`config.mk`:
```
export PLATFORM = sky130hd
export DESIGN_NAME = hazard_forward_scoreboard
export DESIGN_NICKNAME = d
export VERILOG_FILES = /design/src/rtl/hazard_forward_scoreboard.sv
export SDC_FILE = /design/constraint.sdc
export NUM_CORES = 1
export LEC_CHECK = 0
export CAP_MARGIN = 20
export CORE_MARGIN = 4
export CORE_UTILIZATION = 54
export DETAILED_ROUTE_END_ITERATION = 10
export GPL_TIMING_DRIVEN = 1
export PLACE_DENSITY = 0.88
export SYNTH_ARGS = -nofsm -noshare
export SYNTH_HDL_FRONTEND = slang
export SYNTH_SLANG_ARGS = --single-unit
export TNS_END_PERCENT = 100
```
`constraint.sdc`:
```
create_clock -name clk -period 4 [get_ports clk]
set_input_delay 0.8 -clock clk [delete_from_list [all_inputs] [get_ports clk]]
set_output_delay 0.8 -clock clk [all_outputs]
set_load 0.02 [all_outputs]
```
`src/rtl/hazard_forward_scoreboard.sv`:
```
// rtl/hazard_forward_scoreboard.sv - parametrised ID/EX hazard stall and forwarding-select controller
module hazard_forward_scoreboard #(
    parameter int REG_W   = 5,
    parameter int NUM_SRC = 2,
    parameter int DEPTH   = 4,
    parameter int SEL_W   = $clog2(DEPTH + 1),
    parameter int CNT_W   = 16
) (
    input  logic                     clk,
    input  logic                     reset,
    input  logic                     id_valid,
    input  logic [NUM_SRC*REG_W-1:0] id_rs,
    input  logic [NUM_SRC-1:0]       id_rs_used,
    input  logic [REG_W-1:0]         id_rd,
    input  logic                     id_regwrite,
    input  logic [SEL_W-1:0]         id_lat,
    input  logic                     pipe_hold,
    input  logic                     flush,
    output logic                     stall,
    output logic [NUM_SRC*SEL_W-1:0] fwd_sel,
    output logic [CNT_W-1:0]         stall_count
);

    // h_*[0] describes the writer now in EX; h_*[k] is k stages further down.
    logic             h_valid [DEPTH];
    logic [REG_W-1:0] h_rd    [DEPTH];
    logic [SEL_W-1:0] h_lat   [DEPTH];

    logic [NUM_SRC*SEL_W-1:0] sel_comb;
    logic [NUM_SRC-1:0]       src_stall;
    logic [SEL_W-1:0]         lat_norm;

    always_comb begin
        lat_norm = id_lat;
        if (id_lat == '0)
            lat_norm = SEL_W'(1);
        else if (id_lat > SEL_W'(DEPTH))
            lat_norm = SEL_W'(DEPTH);
    end

    for (genvar s = 0; s < NUM_SRC; s++) begin : g_src
        logic [REG_W-1:0] rs;
        logic             qual;
        logic [SEL_W-1:0] sel;
        logic             st;

        assign rs   = id_rs[s*REG_W +: REG_W];
        assign qual = id_valid & id_rs_used[s] & (rs != '0);

        // Scan oldest to youngest so the youngest matching writer overrides.
        always_comb begin
            sel = '0;
            st  = 1'b0;
            for (int k = DEPTH - 1; k >= 0; k--) begin
                if (qual && h_valid[k] && (h_rd[k] == rs)) begin
                    sel = SEL_W'(k + 1);
                    st  = (SEL_W'(k + 1) < h_lat[k]);
                end
            end
        end

        assign sel_comb[s*SEL_W +: SEL_W] = sel;
        assign src_stall[s]               = st;
    end

    assign stall = id_valid & ~flush & (|src_stall);

    always_ff @(posedge clk) begin
        if (reset) begin
            for (int k = 0; k < DEPTH; k++) begin
                h_valid[k] <= 1'b0;
                h_rd[k]    <= '0;
                h_lat[k]   <= '0;
            end
            fwd_sel     <= '0;
            stall_count <= '0;
        end else if (!pipe_hold) begin
            // The oldest entry falls off: its writer has reached the write-first regfile.
            for (int k = DEPTH - 1; k > 0; k--) begin
                h_valid[k] <= h_valid[k-1];
                h_rd[k]    <= h_rd[k-1];
                h_lat[k]   <= h_lat[k-1];
            end
            h_valid[0] <= id_valid & id_regwrite & (id_rd != '0) & ~stall & ~flush;
            h_rd[0]    <= id_rd;
            h_lat[0]   <= lat_norm;
            fwd_sel    <= (stall | flush | ~id_valid) ? '0 : sel_comb;
            if (stall && (stall_count != '1))
                stall_count <= stall_count + CNT_W'(1);
        end
    end

endmodule

```
==> results.cfg <==
[outcome]
status = finished clean

[layout]
fillerInstances = 405
area.sequential_um2 = 1520
drive_above_1_share = 0.153
synthToLayoutAreaGrowth_pct = 27.1
post_layout_net_count = 394
multi_input_comb_area_um2 = 1460
final_cell_utilization_of_the_core = 0.715
num_antenna_cells = 0

[synthesis]
post-synth-top-area-fraction = 0.345
yosys.area.top_type = edfxtp_1
synthesis.area_um2 = 3130
yosysSeqAreaShare = 0.485
synth_most_common_cell = edfxtp_1
postSynthRegisterBits = 58
synth_top_cells_by_area = edfxtp_1 34%, dfxtp_1 14%, xnor2_1 8.9%
ys_dominant_reg_cell = edfxtp_1
synth-edff-count = 36
synth_top_cells_by_count = 36 x edfxtp_1, 33 x and2_1, 32 x xnor2_1, 24 x nand2_1, 22 x dfxtp_1
nets_in_the_synthesized_netlist = 322
yosysUniqueCellTypes = 47
asyncSetResetFlopFracSynth = 0
postSynthAreaPerCell_um2 = 10.6
yosys_warnings = 0
syn-instance-count = 295

[detailed_routing]
routed-via-count = 2516
dr.pass1.iters = 4
drt_first_iter_violations = 267
viasPerCell = 5.67
avgRoutedWirePerCell_um = 16.7
detail_route.drc_violations = 0
drt_wl_total_um = 7410
antenna_left = 0

[timing]
final.period_utilization = 0.965
fin_crit_ns = 3.86
final_setup_slack_of_the_worst_path_ns = 0.142
grt_setup_unrepaired = no
maxSlewViolCount = 0
max_freq_ghz = 0.259
finalClockSkew_ns = 0.00783
worst-slew-pin-transition_ns = 0.818
finalHoldViolations = 0
setup_violations_final = 0
maxSlewHeadroom = 0.454

[critical_path]
critical_path.reg2reg.endpoint = stall_count[15]
slowest_delay_ns = 0.46
worst_ep_arrival_time_ns = 3.06
timing.reg2reg.setup_slack_ns = 1.01
criticalPathCategory = primary input to output pin
worstPathCellList = clkdlybuf4s50_1, buf_4, xnor2_1, nand4_1, or3_2, o311a_1, o31ai_4, nor2_1, nor2_1, buf_2
path_common_cell = nor2_1
cp_slowest_cell = clkdlybuf4s50_1
cp_max_fo = 4
critPathLaunch = id_rs[6]
timing.rr.start = h_rd[2][0]
critical_path_required_ns = 3.20
timing.reg2reg.worst_path_depth = 9
worst_setup_path_start_kind = primary input
critical_path.endpoint_type = output pin

[global_route]
antenna_found_initial = 0
global_route_wire_length_before_repair_um = 12400
first_global_vias = 2549
largest_net_degree_at_the_start_of_global_routing = 33
grt.overflow.total = 0
groute.usage.overall = 0.222

[worst_hold_path]
holdCritPathClass = flip-flop to flip-flop
hp-start = fwd_sel[0]
min_path_cells = 2
min_delay_worst_endpoint = fwd_sel[0]

[clock_tree]
post_cts.repair.setup_buffers = 0
number_of_buffers_between_clock_root_and_the_deepest_sink = 2
clockRootBuffer = clkbuf_8
clock_latency_ns = 0.33
cts.reportedPaths.clkPinSlew_ns = 0.07
clock_tree_from_tritoncts = built
cts_sinks = 58
htreeDepth = 3
cts_buffers = 9

[placed_design]
routabilityCongestion = 0.904
portBuffers = 48
dp.final_hpwl_um = 5340
pre_cts_ws_ns = -0.273

[die]
floorplan.die.height_um = 84.2
start_util = 0.562
floorplan.io_pins = 49
core-area_um2 = 5570
fp.dieArea_um2 = 7090
fp.dieW_um = 84.2
rows = 27

[pwr]
total_leakage_power_nw = 1.43
ir_worst_vdd_uv = 360
total_power_after_layout_mw = 1.35
pwr_density_nw_per_um2 = 340

[job]
cap_viol_max_count = 0
==> sequential cells by signal, indices dropped and copies added, names as in the netlist <==
name and cells:
h_rd 20, h_lat 12, h_valid 4, fwd_sel 6, stall_count 16
==> how the worst max path moves through the flow <==
stage	cells past startpoint	slack (ns)	to
CTS	10	0.04	stall
finish	10	0.14	stall
global placement	10	-0.28	stall
detailed placement	10	-0.27	stall
floorplan	8	0.61	stall
global route	10	0.04	stall
==> kinds of logic (layout without fill, tap and decap cells) <==
logic type | count (synthesis) | after routing | share of synthesized area
flip-flops | 58 | 58 | 0.485
AND/OR/NAND/NOR | 127 | 127 | 0.228
adder cells (fa/ha/maj) | 1 | 1 | 0.00399
multiplexers | 1 | 1 | 0.00319
AO/OA/AOI/OAI | 42 | 42 | 0.104
buffers and inverters | 21 | 98 | 0.0495
XOR/XNOR | 45 | 45 | 0.126
==> critical path: cells and delay by family <==
kind                      cells  cell delay (ns)
buffers and inverters         3             0.83
AOI/OAI and AO/OA             2             0.42
and+or+nand+nor               4             0.80
xor gates and xnor gates      1             0.20
==> report_power, final <==
part / switching [mW] / leakage (nW) / internal (mW)
registers: 0.0222 / 0.574 / 0.662
logic: 0.0676 / 0.755 / 0.0741
clock network: 0.235 / 0.105 / 0.293
==> routing by layer <==
layer | wire (um) | global-route usage | part of all wire
met1 | 3290 | 0.294 | 0.44
met2 | 3450 | 0.353 | 0.47
met3 | 545 | 0.0451 | 0.074
met4 | 129 | 0.0950 | 0.017
met5 | 0 | 0 | 0
==> stage by stage <==
stage	TNS [ns]	instances	hold slack, ns	cell area [um2]
CTS	0	444	0.460	3990
detailed placement	-0.273	428	0.444	3790
floorplan	0	295	0.497	3130
global route	0	444	0.489	3990
finish	0	444	0.457	3990
global placement	-0.278	428	0.435	3790
==> area by class of cell <==
cell class | instances | area share
Sequential cell | 58 | 0.382
Multi-Input combinational cell | 216 | 0.366
Timing Repair Buffer | 78 | 0.176
Clock buffer | 12 | 0.0443
Tap cell | 72 | 0.0226
Clock inverter | 4 | 0.00565
Inverter | 4 | 0.00377
==> layout by cell type (no fill, tap or decap), types with 2 or more instances in the layout <==
cell type	instances
o31ai_1	11
and2_1	33
inv_1	4
o211ai_4	2
buf_4	30
a21oi_1	10
nor2_1	17
o211ai_1	2
nand4_1	7
edfxtp_1	36
o2111ai_1	2
nor2b_1	4
xor2_1	13
xnor2_1	32
nand3_1	9
nand2_1	24
clkbuf_8	11
dfxtp_1	22
or4_4	2
or4_1	12
clkdlybuf4s50_1	45
clkinv_2	2
nor3_1	9
o21ai_0	6
==> repair_timing <==
item                       in CTS  in global routing
setup endpoints to repair       1                  1
gates cloned                    0                  0
gates resized for setup         4                  2
hold buffers                    0                  0
Power figures use the tool's default switching activity.
